## config.mk

```make
export PLATFORM = sky130hd
export DESIGN_NAME = spi_frame_master
export DESIGN_NICKNAME = d
export VERILOG_FILES = /design/src/rtl/spi_frame_master.sv
export SDC_FILE = /design/constraint.sdc
export NUM_CORES = 1
export LEC_CHECK = 0
export BUFFER_PORTS_ARGS = -buffer_cell sky130_fd_sc_hd__buf_2
export CAP_MARGIN = 20
export CORE_UTILIZATION = 36
export CTS_CLUSTER_SIZE = 14
export DETAILED_ROUTE_END_ITERATION = 6
export HOLD_SLACK_MARGIN = 0.12
export PLACE_DENSITY = 0.6
export REMOVE_ABC_BUFFERS = 1
export SLEW_MARGIN = 40
export SYNTH_ARGS = -nofsm -noshare
export SYNTH_HDL_FRONTEND = slang
export SYNTH_SLANG_ARGS = --single-unit
```

## constraint.sdc

```tcl
create_clock -name clk -period 2.54 [get_ports clk]
set_input_delay 0.254 -clock clk [delete_from_list [all_inputs] [get_ports clk]]
set_output_delay 0.254 -clock clk [all_outputs]
set_load 0.05 [all_outputs]
```

## src/rtl/spi_frame_master.sv

```systemverilog
`default_nettype none
// ============================================================================
// Module   : spi_frame_master
// Function : SPI mode-0 master; sends one 128-bit frame on sdo and captures
//            128 bits from sdi inside a single load-high window.
// Revision : 1.0 - initial release
// ============================================================================
module spi_frame_master #(
    parameter int FRAME_BITS = 128,
    parameter int CLK_DIV    = 4,
    parameter int CS_SETUP   = 2,
    parameter int CS_HOLD    = 2,
    parameter int GAP_CYCLES = 4
) (
    input  logic                  clk,
    input  logic                  reset_n,
    input  logic [FRAME_BITS-1:0] tx_frame,
    input  logic                  tx_valid,
    output logic                  tx_ready,
    input  logic                  abort,
    output logic [FRAME_BITS-1:0] rx_frame,
    output logic                  rx_valid,
    output logic                  busy,
    output logic                  sck,
    output logic                  sdo,
    input  logic                  sdi,
    output logic                  load
);

    localparam int CW = 16;
    localparam int BW = $clog2(FRAME_BITS);

    localparam logic [CW-1:0] c_div_last   = CW'(CLK_DIV - 1);
    localparam logic [CW-1:0] c_setup_last = CW'(CS_SETUP - 1);
    localparam logic [CW-1:0] c_hold_last  = CW'(CS_HOLD - 1);
    localparam logic [CW-1:0] c_gap_last   = CW'(GAP_CYCLES - 1);
    localparam logic [BW-1:0] c_bit_last   = BW'(FRAME_BITS - 1);

    typedef enum logic [2:0] {
        ST_IDLE  = 3'd0,
        ST_SETUP = 3'd1,
        ST_SHIFT = 3'd2,
        ST_HOLD  = 3'd3,
        ST_GAP   = 3'd4
    } state_t;

    state_t                r_state, w_state;
    logic [CW-1:0]         r_cnt, w_cnt;
    logic [BW-1:0]         r_bit, w_bit;
    // MSB goes straight to sdo on accept, so only the remaining bits are kept
    logic [FRAME_BITS-2:0] r_tx_rest, w_tx_rest;
    logic [FRAME_BITS-1:0] r_rx_shift, w_rx_shift;
    logic [FRAME_BITS-1:0] r_rx_frame, w_rx_frame;
    logic                  r_rx_valid, w_rx_valid;
    logic                  r_sck, w_sck;
    logic                  r_sdo, w_sdo;
    logic                  r_load, w_load;
    logic                  r_busy, w_busy;
    logic [CW-1:0]         w_cnt_inc;

    assign w_cnt_inc = r_cnt + CW'(1);

    always_ff @(posedge clk or negedge reset_n) begin
        if (!reset_n) begin
            r_state    <= ST_IDLE;
            r_cnt      <= '0;
            r_bit      <= '0;
            r_tx_rest  <= '0;
            r_rx_shift <= '0;
            r_rx_frame <= '0;
            r_rx_valid <= 1'b0;
            r_sck      <= 1'b0;
            r_sdo      <= 1'b0;
            r_load     <= 1'b0;
            r_busy     <= 1'b0;
        end else begin
            r_state    <= w_state;
            r_cnt      <= w_cnt;
            r_bit      <= w_bit;
            r_tx_rest  <= w_tx_rest;
            r_rx_shift <= w_rx_shift;
            r_rx_frame <= w_rx_frame;
            r_rx_valid <= w_rx_valid;
            r_sck      <= w_sck;
            r_sdo      <= w_sdo;
            r_load     <= w_load;
            r_busy     <= w_busy;
        end
    end

    always_comb begin
        w_state    = r_state;
        w_cnt      = r_cnt;
        w_bit      = r_bit;
        w_tx_rest  = r_tx_rest;
        w_rx_shift = r_rx_shift;
        w_rx_frame = r_rx_frame;
        w_rx_valid = 1'b0;
        w_sck      = r_sck;
        w_sdo      = r_sdo;
        w_load     = r_load;

        case (r_state)
            ST_IDLE: begin
                if (tx_valid) begin
                    w_state   = ST_SETUP;
                    w_cnt     = '0;
                    w_bit     = '0;
                    w_tx_rest = tx_frame[FRAME_BITS-2:0];
                    w_sdo     = tx_frame[FRAME_BITS-1];
                    w_sck     = 1'b0;
                    w_load    = 1'b1;
                end
            end
            ST_SETUP: begin
                if (r_cnt == c_setup_last) begin
                    w_state = ST_SHIFT;
                    w_cnt   = '0;
                end else begin
                    w_cnt = w_cnt_inc;
                end
            end
            ST_SHIFT: begin
                if (r_cnt == c_div_last) begin
                    w_cnt = '0;
                    if (!r_sck) begin
                        w_sck      = 1'b1;
                        w_rx_shift = {r_rx_shift[FRAME_BITS-2:0], sdi};
                    end else begin
                        w_sck = 1'b0;
                        // last bit keeps sdo steady through the hold window
                        if (r_bit == c_bit_last) begin
                            w_state = ST_HOLD;
                        end else begin
                            w_bit     = r_bit + BW'(1);
                            w_sdo     = r_tx_rest[FRAME_BITS-2];
                            w_tx_rest = {r_tx_rest[FRAME_BITS-3:0], 1'b0};
                        end
                    end
                end else begin
                    w_cnt = w_cnt_inc;
                end
            end
            ST_HOLD: begin
                if (r_cnt == c_hold_last) begin
                    w_state    = ST_GAP;
                    w_cnt      = '0;
                    w_load     = 1'b0;
                    w_sdo      = 1'b0;
                    w_rx_frame = r_rx_shift;
                    w_rx_valid = 1'b1;
                end else begin
                    w_cnt = w_cnt_inc;
                end
            end
            ST_GAP: begin
                if (r_cnt == c_gap_last) begin
                    w_state = ST_IDLE;
                    w_cnt   = '0;
                end else begin
                    w_cnt = w_cnt_inc;
                end
            end
            default: begin
                w_state = ST_IDLE;
                w_cnt   = '0;
                w_sck   = 1'b0;
                w_sdo   = 1'b0;
                w_load  = 1'b0;
            end
        endcase

        // abort overrides everything, including the rx_valid of a finishing hold
        if (abort && (r_state == ST_SETUP || r_state == ST_SHIFT || r_state == ST_HOLD)) begin
            w_state    = ST_GAP;
            w_cnt      = '0;
            w_sck      = 1'b0;
            w_sdo      = 1'b0;
            w_load     = 1'b0;
            w_rx_valid = 1'b0;
            w_rx_frame = r_rx_frame;
        end

        w_busy = (w_state != ST_IDLE);
    end

    assign tx_ready = (r_state == ST_IDLE);
    assign rx_frame = r_rx_frame;
    assign rx_valid = r_rx_valid;
    assign busy     = r_busy;
    assign sck      = r_sck;
    assign sdo      = r_sdo;
    assign load     = r_load;

endmodule
`default_nettype wire

```

==> results_tabular.tex, run 1 <==
\begin{tabular}{lr}
\hline
Metric & Value \\
\hline
\multicolumn{2}{l}{\textbf{Status}} \\
Run status & finished, final reports clean \\
\multicolumn{2}{l}{\textbf{GRT}} \\
Largest net degree at the start of global routing & 128 \\
Antenna violations before repair & 0 \\
Remaining global-route overflow & 0 \\
Overall Global Routing Usage & 16.8\% \\
Vias in the first global route & 12400 \\
Global-route wire length before repair & 65100 um \\
\multicolumn{2}{l}{\textbf{Final layout}} \\
Multi-input combinational cell area & 6090 um\^{}2 \\
Most common cell after layout, fill and taps aside & dfrtp\_1 \\
Share of final-layout standard cells stronger than drive strength 1 & 28.3\% \\
Area Overhead vs Synth & 30.2\% \\
Area of all placed cells without fillers & 22100 um\^{}2 \\
NumNets Final & 1966 \\
Non-filler instance count after layout & 2471 \\
Number of antenna cells inserted & 0 \\
End-of-flow core utilization & 47.5\% \\
Top library cells by usage in the layout, fill and taps aside & dfrtp\_1 (414), buf\_2 (265), nand2\_1 (263) \\
Number of filler cells placed in the layout & 4114 \\
FF+latch area & 10400 um\^{}2 \\
\multicolumn{2}{l}{\textbf{Synth}} \\
Part of the Yosys area used for sequential elements & 61.0\% \\
Leading area contributor after synthesis & dfrtp\_1 \\
Number of enable flip-flop cells after synthesis & 0 \\
Flop and latch count out of synthesis & 414 \\
Prevailing post-synth register cell & dfrtp\_1 \\
Dominant cells by area after synthesis & dfrtp\_1 (61\%), mux2\_1 (9.5\%), mux2\_2 (7.6\%) \\
Number of distinct library cells after synthesis & 46 \\
Total standard cell area after synthesis & 17000 um\^{}2 \\
Syn Area/Cell & 12.0 um\^{}2 \\
FFs w/ async S/R, synth & 100\% \\
Warning count from the yosys run & 0 \\
Area share of the leading cell type in the synthesized netlist & 61.0\% \\
Number of cells produced by synthesis & 1421 \\
\multicolumn{2}{l}{\textbf{STA}} \\
Transition time at the pin with the least slew margin & 0.636 ns \\
Final Critical Period & 2.38 ns \\
Number of failing hold endpoints at the final stage & 0 \\
Share of the cycle needed by the critical path after routing & 93.8\% \\
Fmax & 420 MHz \\
Sum of negative setup slack & 0 ns \\
Setup violations, final & 0 \\
Worst-case hold slack & 0.199 ns \\
Remaining max-slew budget at the tightest pin & 57.6\% \\
Total count of max-transition violations in the final report & 0 \\
Clock Skew & 0.0143 ns \\
Min setup slack post-route & 0.156 ns \\
\multicolumn{2}{l}{\textbf{Critical path}} \\
Data required time at the worst endpoint & 2.98 ns \\
Crit-path most repeated cell & buf\_12 \\
Sort of element at the end of the critical path & flop \\
Slowest library cell on the worst path & dfrtp\_1 \\
Critical Path, Cell by Cell & nor4\_2 -> nand4\_1 -> nor3\_4 -> buf\_12 -> buf\_12 -> mux2\_2 \\
Worst setup path class & flop to flop \\
Worst-path maximum fanout & 32 \\
CP delay by family, top & simple AND/OR/NAND/NOR gates \\
Setup crit start kind & flop \\
Worst path max stage delay & 0.42 ns \\
Arrival time of data at the critical path endpoint & 2.82 ns \\
Worst Path Buf+Inv & 2 \\
\multicolumn{2}{l}{\textbf{Drt}} \\
Length of the first detailed-routing pass in iterations & 7 \\
Post-DRT Antenna Nets & 0 \\
Total detailed-routing wirelength & 39500 um \\
Drt via density & 4.97 \\
Number of DRC markers in iteration 0 & 788 \\
Routed WL per cell & 16.0 um \\
DRC violation count after routing & 0 \\
Number of vias in the routed layout & 12300 \\
\multicolumn{2}{l}{\textbf{CTS}} \\
Maximum buffer depth of the clock tree & 3 \\
CTS Sinks & 414 \\
Number of post-CTS setup repair buffers & 0 \\
Num CTS Buffers & 45 \\
Cell at the root of the clock tree & clkbuf\_16 \\
TritonCTS clock tree & done \\
Clock insertion delay at the later pin of the skew report & 0.57 ns \\
Clock-pin slew of the registers on the worst-case setup and hold paths & 0.06 ns \\
H-tree depth & 2 \\
\multicolumn{2}{l}{\textbf{Placed design}} \\
Post-place instance area & 19300 um\^{}2 \\
Post-place setup slack & 0.148 ns \\
Half-perimeter wire length after detailed placement & 25600 um \\
RePlAce Congestion & 0.810 \\
Number of input and output port buffers inserted & 266 \\
Instance count after placement with tap cells included & 2258 \\
\multicolumn{2}{l}{\textbf{Flow run}} \\
Number of violations of the max-capacitance limit & 0 \\
\multicolumn{2}{l}{\textbf{Floorplanning}} \\
Area enclosed by the die boundary & 48100 um\^{}2 \\
Top-level port count & 267 \\
Die Wd & 219 um \\
Core Box Area & 46600 um\^{}2 \\
\# rows & 79 \\
Initial Util & 36.5\% \\
Vertical die dimension & 219 um \\
\multicolumn{2}{l}{\textbf{Min path}} \\
Class of the worst hold path & primary input to asynchronous set/reset pin \\
\multicolumn{2}{l}{\textbf{Pwr}} \\
Ratio of total power to cell area & 825 nW/um\^{}2 \\
Worst IR Drop VDD & 0.000548 V \\
Total chip power & 18.3 mW \\
Static leakage & 11.2 nW \\
\hline
\end{tabular}
worst paths after layout:
| check | startpoint | endpoint | slack [ns] | depth (start not counted) |
|---|---|---|---|---|
| min in group clk | sdi | r_rx_shift[0] | 0.47 | 3 |
| hold / removal | reset_n | r_rx_shift[90] | 0.20 | 2 |
| hold reg to reg | rx_frame[19] | rx_frame[19] | 0.48 | 1 |
| setup / recovery | r_cnt[12] | rx_frame[29] | 0.16 | 6 |
| max in group asynchronous | reset_n | r_tx_rest[15] | 1.40 | 4 |
| setup reg to reg | r_cnt[12] | rx_frame[29] | 0.16 | 6 |
flip-flops by register name (all words and copies together) (netlist names), 3 cells and up:
register    cells
r_tx_rest     127
rx_frame      128
r_cnt          16
r_bit           7
r_rx_shift    128
r_state         3
cell type report:
cell class / count / share of cell area [%]
flip-flops and latches: 414 / 46.8
multi-input cells: 911 / 27.5
repair buffers: 453 / 15.2
clock buffers: 58 / 5.76
well taps: 607 / 3.43
clock inverters: 23 / 1.13
inverters: 5 / 0.0848
what timing repair did:
item                                    in CTS  in global routing
resized for setup                            0                  2
hold buffers                               132                  0
endpoints found under the setup margin       0                167
hold endpoints to repair                   387                  0
cell usage after synthesis (2+ instances only):
master	n
dfrtp_1	414
nand2_1	264
nor2_1	151
mux2_1	144
a31oi_1	127
mux2_2	115
buf_2	29
clkbuf_1	28
buf_4	18
buf_6	15
o21ai_0	12
nor3_1	10
nand3_1	9
nand4_1	9
and3_1	8
xor2_1	8
a21oi_1	6
inv_1	5
xnor2_1	4
a22o_1	3
and4_1	3
ha_1	3
mux2i_1	3
nor3b_1	3
nor4_2	3
o21a_1	3
o22ai_1	3
and2_1	2
nand2b_1	2
cells by family after synthesis:
| logic type | count (synthesis) | synth area share, % |
|---|---|---|
| xor gates and xnor gates | 12 | 0.618 |
| AOI/OAI and AO/OA | 161 | 5.95 |
| buffers and inverters | 96 | 3.39 |
| muxes | 262 | 17.3 |
| DFF | 414 | 61.0 |
| adders and majority gates | 3 | 0.221 |
| and+or+nand+nor | 473 | 11.5 |
routing by layer:
layer / vias to the layer above / track usage [%] / share of wire, %
li1: 5724 / - / -
met1: 6075 / 23.0 / 45
met2: 404 / 26.4 / 46
met3: 69 / 4.05 / 6.5
met4: 0 / 4.84 / 2.2
met5: - / 0 / 0
power by group:
group	internal, mW	switching, mW
Clock	3.96	2.67
Combinational	1.43	1.90
Sequential	7.67	0.631
Total	13.1	5.20
Note: power is estimated with default switching activity, not from simulation.
==> run 2, diff against run 1 <==
--- a/config.mk
+++ b/config.mk
@@ -8,12 +8,12 @@
 export BUFFER_PORTS_ARGS = -buffer_cell sky130_fd_sc_hd__buf_2
 export CAP_MARGIN = 20
 export CORE_UTILIZATION = 36
+export CTS_BUF_LIST = sky130_fd_sc_hd__clkbuf_2
 export CTS_CLUSTER_SIZE = 14
 export DETAILED_ROUTE_END_ITERATION = 6
 export HOLD_SLACK_MARGIN = 0.12
 export PLACE_DENSITY = 0.6
 export REMOVE_ABC_BUFFERS = 1
-export SLEW_MARGIN = 40
 export SYNTH_ARGS = -nofsm -noshare
 export SYNTH_HDL_FRONTEND = slang
 export SYNTH_SLANG_ARGS = --single-unit
==> constraint.sdc (replaced) <==
create_clock -name clk -period 2.54 [get_ports clk]
set_input_delay 0.254 -clock clk [delete_from_list [all_inputs] [get_ports clk]]
set_output_delay 0.254 -clock clk [all_outputs]
set_load 0.005 [all_outputs]
==> run 2 against run 1 <==
  * Maximum frequency shrank 1.3%
  * Critical endpoint is now r_cnt[14]
  * Cell count is 9.5% higher
  * Critical path depth rose by 4
  * Highest routed layer unchanged
  * Power fell by 9.4%
  * Non-clock buffer count grew 138
  * Wire length grew 12%
  * Combinational power grew 8.7%
  * Sequential power rose by 0.5%
  * Clock power decreased by 31%
  * Core utilization up 1.8 points
==> results_tabular.tex, run 2 (synthesis gave the netlist of run 1 again) <==
\begin{tabular}{lr}
\hline
Metric & Value \\
\hline
\multicolumn{2}{l}{\textbf{Drt}} \\
Post-DRT Antenna Nets & 0 \\
Number of vias in the routed layout & 13500 \\
Routed WL per cell & 16.4 um \\
Number of DRC markers in iteration 0 & 791 \\
Total detailed-routing wirelength & 44300 um \\
DRC violation count after routing & 0 \\
Length of the first detailed-routing pass in iterations & 5 \\
Drt via density & 4.99 \\
\multicolumn{2}{l}{\textbf{CTS}} \\
CTS Sinks & 414 \\
Clock-pin slew of the registers on the worst-case setup and hold paths & 0.09 ns \\
TritonCTS clock tree & done \\
Cell at the root of the clock tree & clkbuf\_2 \\
Num CTS Buffers & 108 \\
H-tree depth & 3 \\
Clock insertion delay at the later pin of the skew report & 1.06 ns \\
Maximum buffer depth of the clock tree & 3 \\
\multicolumn{2}{l}{\textbf{STA}} \\
Setup violations, final & 0 \\
Share of the cycle needed by the critical path after routing & 95.1\% \\
Number of failing hold endpoints at the final stage & 0 \\
Remaining max-slew budget at the tightest pin & 44.0\% \\
Clock Skew & 0.0866 ns \\
Sum of negative setup slack & 0 ns \\
Final Critical Period & 2.42 ns \\
Setup repair after global routing missed its margin & false \\
Total count of max-transition violations in the final report & 0 \\
Transition time at the pin with the least slew margin & 0.840 ns \\
Fmax & 414 MHz \\
\multicolumn{2}{l}{\textbf{Pwr}} \\
Total chip power & 16.5 mW \\
Worst IR Drop VDD & 0.000395 V \\
Ratio of total power to cell area & 721 nW/um\^{}2 \\
Static leakage & 11.7 nW \\
\multicolumn{2}{l}{\textbf{Critical path}} \\
Data required time at the worst endpoint & 3.51 ns \\
Arrival time of data at the critical path endpoint & 3.39 ns \\
CP delay by family, top & buffers and inverters \\
Sort of element at the end of the critical path & flop \\
Worst Path Buf+Inv & 5 \\
R2r endpoint & r\_tx\_rest[33] \\
Worst-path maximum fanout & 9 \\
Slowest library cell on the worst path & dlygate4sd3\_1 \\
Worst path max stage delay & 0.69 ns \\
Depth of the worst register-to-register path & 8 \\
Crit-path most repeated cell & dlygate4sd3\_1 \\
Worst R2R Setup Slack & 0.17 ns \\
Worst setup path class & primary input to flop \\
Critical Path, Cell by Cell & dlygate4sd3\_1 -> dlygate4sd3\_1 -> buf\_2 -> dlygate4sd3\_1 -> nor4\_2 -> buf\_4 -> nor4b\_1 -> nand3\_1 -> xor2\_1 -> nor2\_1 \\
Launching point of the worst reg2reg path & r\_cnt[0] \\
Setup crit start kind & primary input \\
\multicolumn{2}{l}{\textbf{Flow run}} \\
Number of violations of the max-capacitance limit & 0 \\
\multicolumn{2}{l}{\textbf{GRT}} \\
Overall Global Routing Usage & 18.8\% \\
Vias in the first global route & 14200 \\
Global-route wire length before repair & 72000 um \\
Antenna violations before repair & 2 \\
Largest net degree at the start of global routing & 128 \\
Remaining global-route overflow & 0 \\
\multicolumn{2}{l}{\textbf{Min path}} \\
Hold Crit Depth & 6 \\
Endpoint, Worst Hold & sdo \\
Critical hold path startpoint & abort \\
Class of the worst hold path & primary input to flop \\
\multicolumn{2}{l}{\textbf{Placed design}} \\
Half-perimeter wire length after detailed placement & 25400 um \\
RePlAce Congestion & 0.810 \\
Number of input and output port buffers inserted & 266 \\
\multicolumn{2}{l}{\textbf{Floorplanning}} \\
\# rows & 79 \\
Vertical die dimension & 219 um \\
Area enclosed by the die boundary & 48100 um\^{}2 \\
Initial Util & 36.5\% \\
Core Box Area & 46600 um\^{}2 \\
Die Wd & 219 um \\
Top-level port count & 267 \\
\multicolumn{2}{l}{\textbf{Final layout}} \\
Share of final-layout standard cells stronger than drive strength 1 & 29.4\% \\
NumNets Final & 2167 \\
Most common cell after layout, fill and taps aside & dfrtp\_1 \\
Area Overhead vs Synth & 35.0\% \\
Top library cells by usage in the layout, fill and taps aside & dfrtp\_1 (411), dlygate4sd3\_1 (266), buf\_2 (265) \\
\multicolumn{2}{l}{\textbf{Status}} \\
Run status & finished, final reports clean \\
\hline
\end{tabular}
==> run 2: final cells by class <==
class,instances,area [um^2]
antenna,2,5.00
tap,607,759
inverter,5,18.8
multi-input combinational,911,6110
clock inverter,22,163
sequential,414,10400
fill,4075,23600
clock buffer,153,766
timing repair buffer,591,4750
==> run 2: worst register-to-register path, cell delays in order, from the launching register on <==
cell and delay (ns):
dfrtp_2 0.42, ha_2 0.23, nor3b_2 0.22, and4_1 0.26, buf_4 0.18, a31o_4 0.22
buf_12 0.31, nor2_1 0.15, a31oi_1 0.28
==> run 2: repair_timing <==
action                                  4_1_cts  5_1_grt
hold buffers                                266        0
resized for setup                             3        8
cloned                                        0        1
endpoints found under the hold margin       701        0
pin swaps                                     0        2
endpoints found under the setup margin        1      288
buffers inserted                              2        2
==> run 2: worst max path at each step <==
stage | depth (start not counted) | to | start | slack, ns
after floorplan | 4 | rx_frame[0] | r_cnt[2] | -4.22
after global placement | 6 | rx_frame[39] | r_cnt[12] | 0.19
after detailed placement | 8 | r_rx_shift[121] | r_cnt[0] | 0.13
after CTS | 4 | tx_ready | r_state[1] | 0.02
after global routing | 9 | r_tx_rest[106] | r_cnt[0] | 0.01
final | 10 | r_cnt[14] | tx_valid | 0.12
==> run 2: report_power, final <==
| part | internal (mW) | switching (mW) | leakage, nW |
|---|---|---|---|
| logic | 1.63 | 1.98 | 5.60 |
| clock network | 1.89 | 2.70 | 0.713 |
| registers | 7.66 | 0.688 | 5.40 |
| total | 11.2 | 5.37 | 11.7 |
==> run 2: through the flow <==
stage	std cells	utilization [%]	hold WS, ns	area [um^2]	setup slack, ns
2_1_floorplan	1330	-	-0.0416	16400	-4.22
3_3_place_gp	2257	41.3	0.385	19200	0.194
3_5_place_dp	2257	41.3	0.378	19200	0.130
4_1_cts	2700	49.1	0.133	22900	0.0168
5_1_grt	2705	49.3	0.289	22900	0.0106
6_report	2705	49.3	0.358	22900	0.125
==> run 2: per-layer routing <==
layer	track usage [%]	routed length (um)	up-vias
met3	5.18	3130	119
met1	23.5	18900	6647
met4	8.68	1320	0
met2	30.0	20900	534
met5	0	0	-
li1	-	-	6185
==> run 3, diff against run 2 <==
==> constraint.sdc (replaced) <==
create_clock -name clk -period 2.55 [get_ports clk]
set_input_delay 0.1275 -clock clk [delete_from_list [all_inputs] [get_ports clk]]
set_output_delay 0.1275 -clock clk [all_outputs]
set_load 0.005 [all_outputs]
==> run 3 against run 2 <==
  * Critical path depth fell by 2
  * Cell count rose by 0.15%
  * Core utilization fell by 0.051 points
  * Die area did not move
  * Clock skew fell by 0.020 ns
  * Non-clock buffer count fell by 3
  * First-iteration DRC count rose by 2.1%
  * Worst setup slack improved by 0.048 ns
  * Cell area fell by 0.10%
  * Largest power group unchanged
  * Largest cell class unchanged
  * Wire length fell by 0.26%
  * Sequential share of layout area barely moved
==> results_tabular.tex, run 3 (synthesis gave the netlist of run 1 again) <==
\begin{tabular}{lr}
\hline
Metric & Value \\
\hline
\multicolumn{2}{l}{\textbf{Drt}} \\
Routed WL per cell & 16.3 um \\
Top sig layer & met4 \\
Number of vias in the routed layout & 13400 \\
Length of the first detailed-routing pass in iterations & 5 \\
Routed length on met3 & 2910 um \\
Wire length the detailed router placed on met1 & 19000 um \\
Post-DRT Antenna Nets & 0 \\
Total detailed-routing wirelength & 44200 um \\
Met2 Routed Length & 21200 um \\
DRC violation count after routing & 0 \\
Number of DRC markers in iteration 0 & 808 \\
Drt via density & 4.96 \\
\multicolumn{2}{l}{\textbf{Final layout}} \\
Number of filler cells placed in the layout & 4078 \\
Most common cell after layout, fill and taps aside & dfrtp\_1 \\
Share of final-layout standard cells stronger than drive strength 1 & 28.9\% \\
Area Overhead vs Synth & 34.9\% \\
Top library cells by usage in the layout, fill and taps aside & dfrtp\_1 (413), dlygate4sd3\_1 (266), buf\_2 (265) \\
End-of-flow core utilization & 49.2\% \\
Area of all placed cells without fillers & 22900 um\^{}2 \\
NumNets Final & 2162 \\
\multicolumn{2}{l}{\textbf{Placed design}} \\
Post-place setup slack & 0.0471 ns \\
Post-place instance area & 19200 um\^{}2 \\
RePlAce Congestion & 0.815 \\
Half-perimeter wire length after detailed placement & 25700 um \\
Number of input and output port buffers inserted & 266 \\
\multicolumn{2}{l}{\textbf{Min path}} \\
Class of the worst hold path & primary input to flop \\
Critical hold path startpoint & tx\_frame[86] \\
\multicolumn{2}{l}{\textbf{STA}} \\
Transition time at the pin with the least slew margin & 0.658 ns \\
Sum of negative setup slack & 0 ns \\
Clock Skew & 0.0668 ns \\
Number of failing hold endpoints at the final stage & 0 \\
Share of the cycle needed by the critical path after routing & 93.2\% \\
Final Critical Period & 2.38 ns \\
Setup violations, final & 0 \\
Min setup slack post-route & 0.173 ns \\
Total count of max-transition violations in the final report & 0 \\
Fmax & 421 MHz \\
Setup repair after global routing missed its margin & false \\
Remaining max-slew budget at the tightest pin & 55.5\% \\
Worst-case hold slack & 0.455 ns \\
\multicolumn{2}{l}{\textbf{CTS}} \\
Clock-pin slew of the registers on the worst-case setup and hold paths & 0.13 ns \\
TritonCTS clock tree & done \\
H-tree depth & 3 \\
CTS Sinks & 414 \\
Maximum buffer depth of the clock tree & 3 \\
Cell at the root of the clock tree & clkbuf\_2 \\
Clock insertion delay at the later pin of the skew report & 1.03 ns \\
Num CTS Buffers & 105 \\
\multicolumn{2}{l}{\textbf{Floorplanning}} \\
Top-level port count & 267 \\
Initial Util & 36.5\% \\
Die Wd & 219 um \\
Area enclosed by the die boundary & 48100 um\^{}2 \\
Core Box Area & 46600 um\^{}2 \\
Vertical die dimension & 219 um \\
\# rows & 79 \\
\multicolumn{2}{l}{\textbf{GRT}} \\
Antenna violations before repair & 7 \\
Vias in the first global route & 13900 \\
Remaining global-route overflow & 0 \\
Largest net degree at the start of global routing & 128 \\
Global-route wire length before repair & 71400 um \\
Overall Global Routing Usage & 18.6\% \\
\multicolumn{2}{l}{\textbf{Critical path}} \\
Critical path launch point & r\_cnt[0] \\
Sort of element at the end of the critical path & flop \\
Arrival time of data at the critical path endpoint & 3.24 ns \\
Worst setup path class & flop to flop \\
Worst-path maximum fanout & 26 \\
Setup crit start kind & flop \\
Launching point of the worst reg2reg path & r\_cnt[0] \\
Data required time at the worst endpoint & 3.41 ns \\
\multicolumn{2}{l}{\textbf{Pwr}} \\
Worst IR Drop VDD & 0.000401 V \\
Static leakage & 11.7 nW \\
Ratio of total power to cell area & 717 nW/um\^{}2 \\
\multicolumn{2}{l}{\textbf{Status}} \\
Run status & finished, final reports clean \\
\multicolumn{2}{l}{\textbf{Flow run}} \\
Number of violations of the max-capacitance limit & 0 \\
\hline
\end{tabular}
-- run 3: changes by cell type in the layout (fill, tap and decap cells not counted), sizes merged --
| cell | delta |
|---|---|
| diode | +5 |
| buf | -2 |
| a31o | +1 |
| clkbuf | -6 |
| clkinv | +5 |
| bufinv | +1 |
-- run 3: layout make-up --
type	count	area [um^2]	area share, %
sequential	414	10400	45.2
multi-input combinational	912	6100	26.6
antenna	7	17.5	0.0764
tap	607	759	3.31
timing repair buffer	588	4710	20.6
clock inverter	28	211	0.923
inverter	5	18.8	0.0819
clock buffer	148	741	3.23
-- run 3: layer usage --
layer	track usage, %	vias to the layer above
li1	-	6180
met1	23.7	6624
met2	30.1	528
met3	4.30	93
met4	7.94	0
met5	0	-
-- run 3: final timing paths --
| path | end | slack [ns] | depth (start not counted) |
|---|---|---|---|
| worst max register to register | r_rx_shift[7] | 0.17 | 8 |
| min in group asynchronous | r_bit[2] | 0.77 | 5 |
| worst min register to register | r_tx_rest[85] | 0.48 | 2 |
| worst min-delay path | r_tx_rest[86] | 0.46 | 5 |
| worst max-delay path | r_rx_shift[7] | 0.17 | 8 |
| max in group asynchronous | rx_frame[43] | 1.09 | 6 |
-- run 3: stage by stage --
stage	total power, mW	cells
2_1_floorplan	10.3	1330
3_3_place_gp	11.2	2256
3_5_place_dp	11.4	2256
4_1_cts	16.4	2699
5_1_grt	17.6	2709
6_report	16.4	2709
-- run 3: report_power, final --
group	switching [mW]	internal (mW)	total, mW
logic	1.95	1.58	3.53
registers	0.700	7.62	8.32
clock network	2.64	1.94	4.58
total	5.29	11.1	16.4
-- run 3: repair_timing --
action                                 4_1_cts  5_1_grt
gates cloned                                 0        1
setup endpoints to repair                   12      206
endpoints found under the hold margin      701        0
gates resized for setup                      1        4
pin swaps                                    0        2
buffers inserted                             0        2
hold buffers                               267        0
-- run 3: worst max-delay path, cell delays in order, from the launching register on --
cell,delay [ns]
dfrtp_2,0.42
ha_1,0.23
nor3b_2,0.22
and4_4,0.32
nand2_1,0.12
nor2_4,0.11
buf_12,0.21
buf_12,0.21
mux2_2,0.36
